**src/rtl/load_store_unit_if.sv**
```systemverilog
// Core/memory bundle for the load/store unit.
// slave: LSU side. master: core plus data memory side.
interface load_store_unit_if #(
    parameter int DATA_W = 32,
    parameter int ADDR_W = 9
);
    logic                  req;
    logic                  we;
    logic [2:0]            funct3;
    logic [DATA_W-1:0]     addr_in;
    logic [DATA_W-1:0]     store_data;
    logic [DATA_W-1:0]     load_data;
    logic                  done;
    logic                  stall;
    logic                  misalign;
    logic                  mem_rd;
    logic                  mem_wr;
    logic [ADDR_W-1:0]     mem_addr;
    logic [DATA_W/8-1:0]   mem_be;
    logic [DATA_W-1:0]     mem_wdata;
    logic [DATA_W-1:0]     mem_rdata;

    modport slave (
        input  req, we, funct3, addr_in, store_data, mem_rdata,
        output load_data, done, stall, misalign,
        output mem_rd, mem_wr, mem_addr, mem_be, mem_wdata
    );

    modport master (
        output req, we, funct3, addr_in, store_data, mem_rdata,
        input  load_data, done, stall, misalign,
        input  mem_rd, mem_wr, mem_addr, mem_be, mem_wdata
    );
endinterface

```
**src/rtl/load_store_unit.sv**
```systemverilog
// Handshaked multi-cycle load/store unit between core and data memory.
// Ports: clk, reset (async, active high), bus (load_store_unit_if.slave).
module load_store_unit #(
    parameter int DATA_W      = 32,
    parameter int ADDR_W      = 9,
    parameter int WAIT_CYCLES = 1
) (
    input  logic                  clk,
    input  logic                  reset,
    load_store_unit_if.slave      bus
);
    localparam int NB  = DATA_W / 8;
    localparam int OFF = $clog2(NB);
    localparam logic [3:0] WAIT_INIT =
        (WAIT_CYCLES > 0) ? 4'(WAIT_CYCLES - 1) : 4'd0;

    typedef enum logic [1:0] {
        S_IDLE,
        S_ACCESS,
        S_WAIT,
        S_RESP
    } state_t;

    state_t              state_q, state_d;
    logic [3:0]          cnt_q, cnt_d;
    logic                we_q, we_d;
    logic [2:0]          f3_q, f3_d;
    logic [OFF-1:0]      off_q, off_d;
    logic [ADDR_W-1:0]   addr_q, addr_d;
    logic [NB-1:0]       be_q, be_d;
    logic [DATA_W-1:0]   wdata_q, wdata_d;
    logic                fault_q, fault_d;
    logic [DATA_W-1:0]   ld_q, ld_d;

    logic [OFF-1:0]      off;
    logic [ADDR_W-1:0]   waddr;
    logic [1:0]          sl_in;
    logic                legal;
    logic [2:0]          am3;
    logic                fault;
    logic [7:0]          bm8;
    logic [NB-1:0]       be_in;
    logic [DATA_W-1:0]   wdata_in;
    logic [DATA_W-1:0]   shifted;
    logic                sgn;
    logic [DATA_W-1:0]   ext;
    logic                unused_hi;

    assign off       = bus.addr_in[OFF-1:0];
    assign waddr     = bus.addr_in[ADDR_W+OFF-1:OFF];
    assign sl_in     = bus.funct3[1:0];
    assign unused_hi = ^bus.addr_in[DATA_W-1:ADDR_W+OFF];

    // Request decode: legality, alignment, lanes and replicated data.
    always_comb begin
        int nbytes;
        legal = 1'b0;
        unique case (bus.funct3)
            3'b000, 3'b001, 3'b010,
            3'b100, 3'b101: legal = 1'b1;
            3'b011, 3'b110: legal = (DATA_W == 64);
            default:        legal = 1'b0;
        endcase

        am3 = 3'd0;
        bm8 = 8'h00;
        unique case (sl_in)
            2'd0: begin am3 = 3'd0; bm8 = 8'h01; end
            2'd1: begin am3 = 3'd1; bm8 = 8'h03; end
            2'd2: begin am3 = 3'd3; bm8 = 8'h0F; end
            default: begin am3 = 3'd7; bm8 = 8'hFF; end
        endcase

        fault = !legal || (|(off & am3[OFF-1:0]));
        be_in = NB'(bm8) << off;

        // Lane i repeats byte (i mod size) of the operand.
        nbytes   = int'(1) << sl_in;
        wdata_in = '0;
        for (int i = 0; i < NB; i++) begin
            wdata_in[i*8 +: 8] = bus.store_data[(i % nbytes)*8 +: 8];
        end
    end

    // Load alignment and extension from latched size/offset.
    always_comb begin
        int nbits;
        shifted = bus.mem_rdata >> {off_q, 3'b000};
        nbits   = 8 << f3_q[1:0];
        sgn     = 1'b0;
        unique case (f3_q[1:0])
            2'd0:    sgn = shifted[7];
            2'd1:    sgn = shifted[15];
            2'd2:    sgn = shifted[31];
            default: sgn = shifted[DATA_W-1];
        endcase
        sgn = sgn & ~f3_q[2];
        ext = '0;
        for (int b = 0; b < DATA_W; b++) begin
            ext[b] = (b < nbits) ? shifted[b] : sgn;
        end
    end

    always_comb begin
        state_d = state_q;
        cnt_d   = cnt_q;
        we_d    = we_q;
        f3_d    = f3_q;
        off_d   = off_q;
        addr_d  = addr_q;
        be_d    = be_q;
        wdata_d = wdata_q;
        fault_d = fault_q;
        ld_d    = ld_q;
        unique case (state_q)
            S_IDLE: begin
                if (bus.req) begin
                    if (fault) begin
                        fault_d = 1'b1;
                        ld_d    = '0;
                        state_d = S_RESP;
                    end else begin
                        fault_d = 1'b0;
                        we_d    = bus.we;
                        f3_d    = bus.funct3;
                        off_d   = off;
                        addr_d  = waddr;
                        be_d    = be_in;
                        wdata_d = wdata_in;
                        state_d = S_ACCESS;
                    end
                end
            end
            S_ACCESS: begin
                if (WAIT_CYCLES > 0) begin
                    cnt_d   = WAIT_INIT;
                    state_d = S_WAIT;
                end else begin
                    ld_d    = we_q ? '0 : ext;
                    state_d = S_RESP;
                end
            end
            S_WAIT: begin
                if (cnt_q == 4'd0) begin
                    ld_d    = we_q ? '0 : ext;
                    state_d = S_RESP;
                end else begin
                    cnt_d = cnt_q - 4'd1;
                end
            end
            default: state_d = S_IDLE;
        endcase
    end

    always_ff @(posedge clk or posedge reset) begin
        if (reset) begin
            state_q <= S_IDLE;
            cnt_q   <= '0;
            we_q    <= 1'b0;
            f3_q    <= '0;
            off_q   <= '0;
            addr_q  <= '0;
            be_q    <= '0;
            wdata_q <= '0;
            fault_q <= 1'b0;
            ld_q    <= '0;
        end else begin
            state_q <= state_d;
            cnt_q   <= cnt_d;
            we_q    <= we_d;
            f3_q    <= f3_d;
            off_q   <= off_d;
            addr_q  <= addr_d;
            be_q    <= be_d;
            wdata_q <= wdata_d;
            fault_q <= fault_d;
            ld_q    <= ld_d;
        end
    end

    // Strobes decode from state so reset drops them without a clock.
    assign bus.mem_rd    = (state_q == S_ACCESS) && !we_q;
    assign bus.mem_wr    = (state_q == S_ACCESS) && we_q;
    assign bus.mem_addr  = addr_q;
    assign bus.mem_be    = be_q;
    assign bus.mem_wdata = wdata_q;
    assign bus.load_data = ld_q;
    assign bus.done      = (state_q == S_RESP);
    assign bus.misalign  = (state_q == S_RESP) && fault_q;
    assign bus.stall     = ((state_q == S_IDLE) && bus.req)
                         || (state_q == S_ACCESS)
                         || (state_q == S_WAIT);
endmodule

```
**src/flat_wrapper.sv**
```systemverilog
// flat-port wrapper written by rule: the top's interface ports become plain ports
module load_store_unit_flat 
#(
    parameter int DATA_W      = 32,
    parameter int ADDR_W      = 9,
    parameter int WAIT_CYCLES = 1
)
  (clk, reset, bus_req, bus_we, bus_funct3, bus_addr_in, bus_store_data, bus_mem_rdata, bus_load_data, bus_done, bus_stall, bus_misalign, bus_mem_rd, bus_mem_wr, bus_mem_addr, bus_mem_be, bus_mem_wdata);
  load_store_unit_if #(.DATA_W(DATA_W), .ADDR_W(ADDR_W)) bus_i ();
  input  logic clk;
  input  logic reset;
  input wire logic [$bits(bus_i.req)-1:0] bus_req;
  input wire logic [$bits(bus_i.we)-1:0] bus_we;
  input wire logic [$bits(bus_i.funct3)-1:0] bus_funct3;
  input wire logic [$bits(bus_i.addr_in)-1:0] bus_addr_in;
  input wire logic [$bits(bus_i.store_data)-1:0] bus_store_data;
  input wire logic [$bits(bus_i.mem_rdata)-1:0] bus_mem_rdata;
  output wire logic [$bits(bus_i.load_data)-1:0] bus_load_data;
  output wire logic [$bits(bus_i.done)-1:0] bus_done;
  output wire logic [$bits(bus_i.stall)-1:0] bus_stall;
  output wire logic [$bits(bus_i.misalign)-1:0] bus_misalign;
  output wire logic [$bits(bus_i.mem_rd)-1:0] bus_mem_rd;
  output wire logic [$bits(bus_i.mem_wr)-1:0] bus_mem_wr;
  output wire logic [$bits(bus_i.mem_addr)-1:0] bus_mem_addr;
  output wire logic [$bits(bus_i.mem_be)-1:0] bus_mem_be;
  output wire logic [$bits(bus_i.mem_wdata)-1:0] bus_mem_wdata;
  assign bus_i.req = bus_req;
  assign bus_i.we = bus_we;
  assign bus_i.funct3 = bus_funct3;
  assign bus_i.addr_in = bus_addr_in;
  assign bus_i.store_data = bus_store_data;
  assign bus_i.mem_rdata = bus_mem_rdata;
  assign bus_load_data = bus_i.load_data;
  assign bus_done = bus_i.done;
  assign bus_stall = bus_i.stall;
  assign bus_misalign = bus_i.misalign;
  assign bus_mem_rd = bus_i.mem_rd;
  assign bus_mem_wr = bus_i.mem_wr;
  assign bus_mem_addr = bus_i.mem_addr;
  assign bus_mem_be = bus_i.mem_be;
  assign bus_mem_wdata = bus_i.mem_wdata;
  load_store_unit #(.DATA_W(DATA_W), .ADDR_W(ADDR_W), .WAIT_CYCLES(WAIT_CYCLES)) u_core (.clk(clk), .reset(reset), .bus(bus_i));
endmodule
```
**config.mk**
```make
export PLATFORM = sky130hd
export DESIGN_NAME = load_store_unit_flat
export DESIGN_NICKNAME = d
export VERILOG_FILES = /design/src/rtl/load_store_unit_if.sv /design/src/rtl/load_store_unit.sv /design/src/flat_wrapper.sv
export SDC_FILE = /design/constraint.sdc
export NUM_CORES = 1
export LEC_CHECK = 0
export BUFFER_PORTS_ARGS = -buffer_cell sky130_fd_sc_hd__buf_2
export CAP_MARGIN = 20
export CORE_MARGIN = 4
export CORE_UTILIZATION = 45
export DETAILED_ROUTE_END_ITERATION = 8
export GPL_TIMING_DRIVEN = 0
export PLACE_DENSITY = 0.7
export SLEW_MARGIN = 20
export SYNTH_ARGS = -nofsm -noshare
export SYNTH_HDL_FRONTEND = slang
export SYNTH_SLANG_ARGS = --single-unit
```
**constraint.sdc**
```tcl
create_clock -name clk -period 3.6 [get_ports clk]
set_clock_uncertainty 0.05 [all_clocks]
set_input_delay 0.54 -clock clk [delete_from_list [all_inputs] [get_ports clk]]
set_output_delay 0.54 -clock clk [all_outputs]
set_load 0.01 [all_outputs]
```
==> results.json, run 1 <==
{
  "p_leak_nw": 4.43,
  "slew_headroom": 0.484,
  "antenna_left": 0,
  "grt-ovfl-total": 0,
  "fmax_ghz": 0.183,
  "initial_utilization": 0.460,
  "startpoint": "bus_funct3[0]",
  "rr_startpoint": "u_core.cnt_q[0]",
  "crit_family": "compound AO/OA/AOI/OAI gates",
  "crit_slowest_cell": "or3b_4",
  "synth-warning-count": 0,
  "setup.worst_path.start_class": "primary input",
  "dr.first_iter.drc_count": 794,
  "status": "finished, violations left",
  "multi_input_area_um2": 4960,
  "worst_pin_slew_ns": 0.760,
  "hold_viol_final": 0,
  "ctsLongestPathBuffers": 2,
  "drv_cap": 0,
  "dp_hpwl_um": 17200,
  "register_area_um2": 2250,
  "critPathKind": "primary input to flip-flop",
  "path_buf_inv": 7,
  "routedWlPerCell_um": 19.4,
  "cp.arrival_ns": 5.61,
  "worstHoldPathType": "primary input to async pin",
  "root_buffer": "clkbuf_16",
  "gp_congestion": 0.955,
  "place_area_um2": 8250,
  "stdcell_area_um2": 9670,
  "ys.flop_type": "dfrtp_1",
  "critPathMaxFanout": 8,
  "row_count": 45,
  "cp.depth": 26,
  "ir_worst_vdd_uv": 274,
  "synth_cell_types": 95,
  "whs_ns": 0.0989,
  "die_h_um": 133,
  "grt_pass1_wl_um": 38300,
  "fin_crit_ns": 5.45,
  "violations": "setup timing",
  "htreeDepth": 3,
  "cts_inserted_buffers": 9,
  "layout-area-overhead-vs-synth_pct": 38.1,
  "antenna_found_initial": 0,
  "layout-drive-gt1-share": 0.354,
  "grt_usage": 0.265,
  "avgSynthCellArea_um2": 8.41,
  "total_power_mw": 5.54,
  "cp.required_ns": 3.76,
  "coreArea_um2": 15200,
  "synthCells": 832,
  "chipWidth_um": 133,
  "cts_tree": "yes",
  "drc": 0,
  "ys_seq_area_frac": 0.322,
  "cts-hold-fix-buffers": 0,
  "end_kind": "flip-flop",
  "rsz0062_at_grt": "true",
  "synth-async-reset-ratio": 1.00,
  "clk_latency_ns": 0.35,
  "synth.ff_latch_count": 90,
  "grt_pass1_vias": 7378,
  "syn_nets": 955,
  "netlist_area_um2": 7000,
  "drv_slew": 0,
  "ios": 185,
  "nNetsFinal": 1184,
  "dieArea_um2": 17600,
  "cp_slowest_stage_delay_ns": 0.44,
  "clkTransAtPathRegs_ns": 0.07,
  "power_density_nw_per_um2": 573,
  "cts.sinks": 90,
  "worst_slack_ns": -1.85,
  "fillers": 1285,
  "place_ws_ns": -2.78,
  "fin_crit_sh": 1.52,
  "via_count": 7672,
  "port_buffers": 162,
  "dr.pass1.iters": 5,
  "final-setup-viol-count": 24,
  "via_per_inst": 6.12,
  "r2r_cells": 11,
  "grt_start_max_net_pins": 65,
  "antenna_cells": 0,
  "synth_edf_count": 0,
  "wirelength_um": 24300
}
-- layout make-up --
cell class | count | share of cell area
Clock buffer | 10 | 0.0237
Inverter | 21 | 0.0148
Timing Repair Buffer | 221 | 0.143
Tap cell | 188 | 0.0243
Clock inverter | 6 | 0.00997
Multi-Input combinational cell | 666 | 0.514
Sequential cell | 90 | 0.233
Buffer | 52 | 0.0377
-- registers in the layout (all words and copies together) (netlist names) --
register / count
u_core.we_q: 1
u_core.off_q: 2
u_core.bus.load_data: 32
u_core.bus.mem_wdata: 32
u_core.state_q: 2
u_core.fault_q: 1
u_core.f3_q: 3
u_core.bus.mem_addr: 9
u_core.cnt_q: 4
u_core.bus.mem_be: 4
-- per-layer routing --
layer | global-route usage | wire length (um) | up-vias | share of wire
li1 | - | - | 3539 | -
met1 | 0.356 | 10100 | 3604 | 0.42
met2 | 0.433 | 11400 | 461 | 0.47
met3 | 0.0471 | 2140 | 68 | 0.088
met4 | 0.0889 | 735 | 0 | 0.030
met5 | 0 | 0 | - | 0
-- Yosys cell counts (5+ instances only) --
cell	n	area, um^2
nand2_1	122	458
dfrtp_1	90	2250
nor2_1	76	285
mux2i_1	67	671
a21oi_1	57	285
o21ai_0	55	275
a22o_1	39	342
clkbuf_1	37	139
ha_1	20	250
inv_1	18	67.6
nor3_1	17	85.1
a211oi_1	14	105
nand2b_1	13	81.3
nand3_1	10	50.1
o211ai_1	9	67.6
a31oi_1	8	50.1
buf_1	8	30.0
mux2_2	8	90.1
mux2_1	7	78.8
nor2b_1	7	43.8
o22ai_1	7	43.8
o31ai_1	7	52.6
a2111oi_1	6	60.1
and2_1	6	37.5
nand4_1	6	37.5
o21ai_1	5	25.0
-- cells by family (layout without fill, tap and decap cells) --
kind of cell             after synthesis  in the layout  share of synthesized area
AO/OA/AOI/OAI                        269            269                      0.276
buffers and inverters                 76            310                     0.0474
adder cells (fa/ha/maj)               21             21                     0.0372
multiplexers                          83             83                      0.122
AND/OR/NAND/NOR                      293            293                      0.195
flip-flops                            90             90                      0.322
-- where the power goes --
group	internal (mW)	switching [mW]	leakage, nW
Clock	0.618	0.416	0.156
Combinational	1.21	1.71	3.08
Sequential	1.38	0.219	1.19
Total	3.20	2.34	4.43
-- placed cells by master (no fill, tap or decap), types with 8 or more instances in the layout --
cell	Yosys	layout
a211oi_2	2	8
a21oi_1	57	49
a22o_1	39	39
buf_2	3	161
buf_4	2	53
clkbuf_1	37	32
clkbuf_16	0	12
dfrtp_1	90	90
ha_1	20	12
inv_1	18	8
mux2_2	8	8
mux2i_1	67	65
nand2_1	122	117
nand2b_1	13	11
nand3_1	10	8
nor2_1	76	71
nor3_1	17	16
o211ai_1	9	9
o21ai_0	55	43
o21ai_1	5	12
-- metrics by stage --
step	utilization	setup TNS [ns]	std cells
2_1_floorplan	-	-15.93	832
3_3_place_gp	0.541	-87.86	1182
3_5_place_dp	0.543	-47.80	1183
4_1_cts	0.623	-15.39	1246
5_1_grt	0.636	-22.44	1254
6_report	0.636	-18.39	1254
-- final timing paths --
kind                                            end  slack (ns)
hold reg to reg              u_core.bus.mem_addr[4]        0.42
setup reg to reg           u_core.bus.load_data[19]        0.60
max in group asynchronous  u_core.bus.mem_wdata[23]        2.81
hold / removal             u_core.bus.load_data[21]         0.1
setup / recovery            u_core.bus.mem_wdata[1]       -1.85
min in group clk             u_core.bus.mem_addr[3]        0.33
-- repair_timing --
item | CTS | global route
endpoints found under the setup margin | 32 | 24
cloned | 2 | 0
setup buffers | 48 | 8
resized for setup | 102 | 25
pin swaps | 51 | 18
No activity file was read; power rests on OpenSTA's default activity.
==> run 2, diff against run 1 <==
Settings changed: PLACE_DENSITY 0.7 to 0.71.
==> run 2 against run 1 <==
Compared with the run above:
- the run still ends with setup timing left
- count of clock-buffer cells in the layout stayed put
- die area unchanged
- global-route usage increased by 0.72 points
- worst hold slack gained 0.10 ns
- critical path type unchanged
- largest cell class unchanged
==> results.json, run 2 (synthesis results as in run 1) <==
{
  "power_density_nw_per_um2": 552,
  "drv_slew": 0,
  "p_leak_nw": 4.55,
  "p_sw_mw": 2.41,
  "dr.first_iter.drc_count": 889,
  "worstHoldPathType": "primary input to async pin",
  "row_count": 45,
  "worst_pin_slew_ns": 1.05,
  "hold_viol_final": 0,
  "cp.required_ns": 3.78,
  "htreeDepth": 3,
  "clk_latency_ns": 0.35,
  "slew_headroom": 0.278,
  "swShare": 0.437,
  "route.met2.wl_um": 12400,
  "wl_met3_um": 2510,
  "top_layer": "met4",
  "grt_start_max_net_pins": 48,
  "total_power_mw": 5.51,
  "ctsLongestPathBuffers": 2,
  "end_kind": "flip-flop",
  "initial_utilization": 0.460,
  "fin_crit_ns": 5.53,
  "sequentialPowerShare": 0.293,
  "setup.worst_path.start_class": "primary input",
  "place_ws_ns": -2.66,
  "dp_hpwl_um": 17500,
  "grt_pass1_wl_um": 39300,
  "ios": 185,
  "antenna_found_initial": 0,
  "fin_crit_sh": 1.54,
  "chipWidth_um": 133,
  "routedWlPerCell_um": 20.5,
  "grt-ovfl-total": 0,
  "internal_power_mw": 3.10,
  "gp_congestion": 0.942,
  "status": "finished, violations left",
  "layout-drive-gt1-share": 0.379,
  "drv_cap": 0,
  "drc": 0,
  "via_count": 7968,
  "port_buffers": 162,
  "rsz0062_at_grt": "true",
  "coreArea_um2": 15200,
  "whs_ns": 0.204,
  "die_h_um": 133,
  "stdcell_area_um2": 9980,
  "cts_inserted_buffers": 9,
  "root_buffer": "clkbuf_16",
  "met1Wirelength_um": 10300,
  "grt_usage": 0.272,
  "critPathMaxFanout": 7,
  "cts-hold-fix-buffers": 0,
  "dr.pass1.iters": 5,
  "cp.arrival_ns": 5.71,
  "cts.sinks": 90,
  "p_comb_frac": 0.548,
  "fmax_ghz": 0.181,
  "dieArea_um2": 17600,
  "final_common_cell": "buf_2",
  "via_per_inst": 6.22,
  "final-setup-viol-count": 24,
  "layout-area-overhead-vs-synth_pct": 42.6,
  "nNetsFinal": 1211,
  "critPathKind": "primary input to flip-flop",
  "mostFrequentLayoutCells": "160 x buf_2, 117 x nand2_1, 90 x dfrtp_1",
  "cts_tree": "yes",
  "violations": "setup timing",
  "wirelength_um": 26300,
  "worst_slack_ns": -1.93,
  "clkTransAtPathRegs_ns": 0.07,
  "setup_tns_ns": -20.75,
  "grt_pass1_vias": 7546,
  "antenna_left": 0,
  "clockPowerShare": 0.159,
  "ir_worst_vdd_uv": 281,
  "place_area_um2": 8250
}
[run 2: changes by cell type in the layout (fill, tap and decap cells not counted), moves of 3 or more]
cell       before  now
a211oi_2        8    5
a2111oi_4       1    5
nor2_1         71   68
a2111oi_2       6    3
a211oi_4        1    4
buf_6           6    9
buf_4          53   77
nor2_2          5    8
a21oi_2         7    4
[run 2: critical path, cell delays in order]
cell	delay, ns
buf_12	0.12
inv_8	0.04
ha_4	0.17
clkinv_8	0.05
ha_4	0.12
or3b_4	0.41
a31o_4	0.24
o31a_1	0.42
a31o_1	0.31
a41oi_4	0.35
o41ai_4	0.14
or2_4	0.28
buf_12	0.15
nor4_4	0.25
o21ai_2	0.13
a31o_1	0.24
o21ai_2	0.21
mux2i_2	0.29
o22ai_1	0.11
a41o_1	0.20
buf_6	0.14
buf_12	0.13
buf_6	0.13
mux2i_1	0.16
a2111oi_4	0.36
[run 2: final timing paths]
kind | start | end | slack (ns) | cells past startpoint
setup / recovery | bus_funct3[0] | u_core.bus.mem_wdata[7] | -1.93 | 25
max in group asynchronous | reset | u_core.bus.mem_wdata[7] | 2.65 | 3
setup reg to reg | u_core.cnt_q[0] | u_core.bus.load_data[20] | 0.50 | 11
min in group clk | bus_addr_in[6] | u_core.bus.mem_addr[4] | 0.32 | 3
hold / removal | reset | u_core.bus.load_data[10] | 0.20 | 2
hold reg to reg | u_core.bus.load_data[15] | u_core.bus.load_data[15] | 0.42 | 2
[run 2: timing repair]
item / CTS / global route
gates cloned: 0 / 1
pin swaps: 43 / 46
setup buffers: 48 / 38
endpoints found under the setup margin: 32 / 32
resized for setup: 102 / 68
[run 2: layout make-up]
class                           instances  area [um^2]
Clock inverter                          5         38.8
Fill cell                            1166         5220
Tap cell                              188          235
Timing Repair Buffer                  249         1580
Inverter                               21          145
Buffer                                 51          343
Clock buffer                           10          229
Multi-Input combinational cell        666         5150
Antenna cell                            1         2.50
Sequential cell                        90         2250
[run 2: power groups by stage]
stage,Sequential (mW),Combinational (mW),Clock (mW)
finish,1.61,3.02,0.878
global route,1.66,3.26,0.930
CTS,1.61,2.77,0.892
detailed placement,1.62,2.56,0
global placement,1.61,2.53,0
floorplan,1.73,1.55,0
[run 2: routing by layer]
metal	vias up	global-route usage
li1	3591	-
met1	3707	0.357
met2	559	0.446
met3	111	0.0586
met4	0	0.0947
met5	-	0
[run 2: metrics by stage]
stage                      util  std cells
after floorplan               -        832
after global placement    0.541       1182
after detailed placement  0.543       1183
after CTS                 0.616       1243
after global routing      0.656       1280
final                     0.657       1281
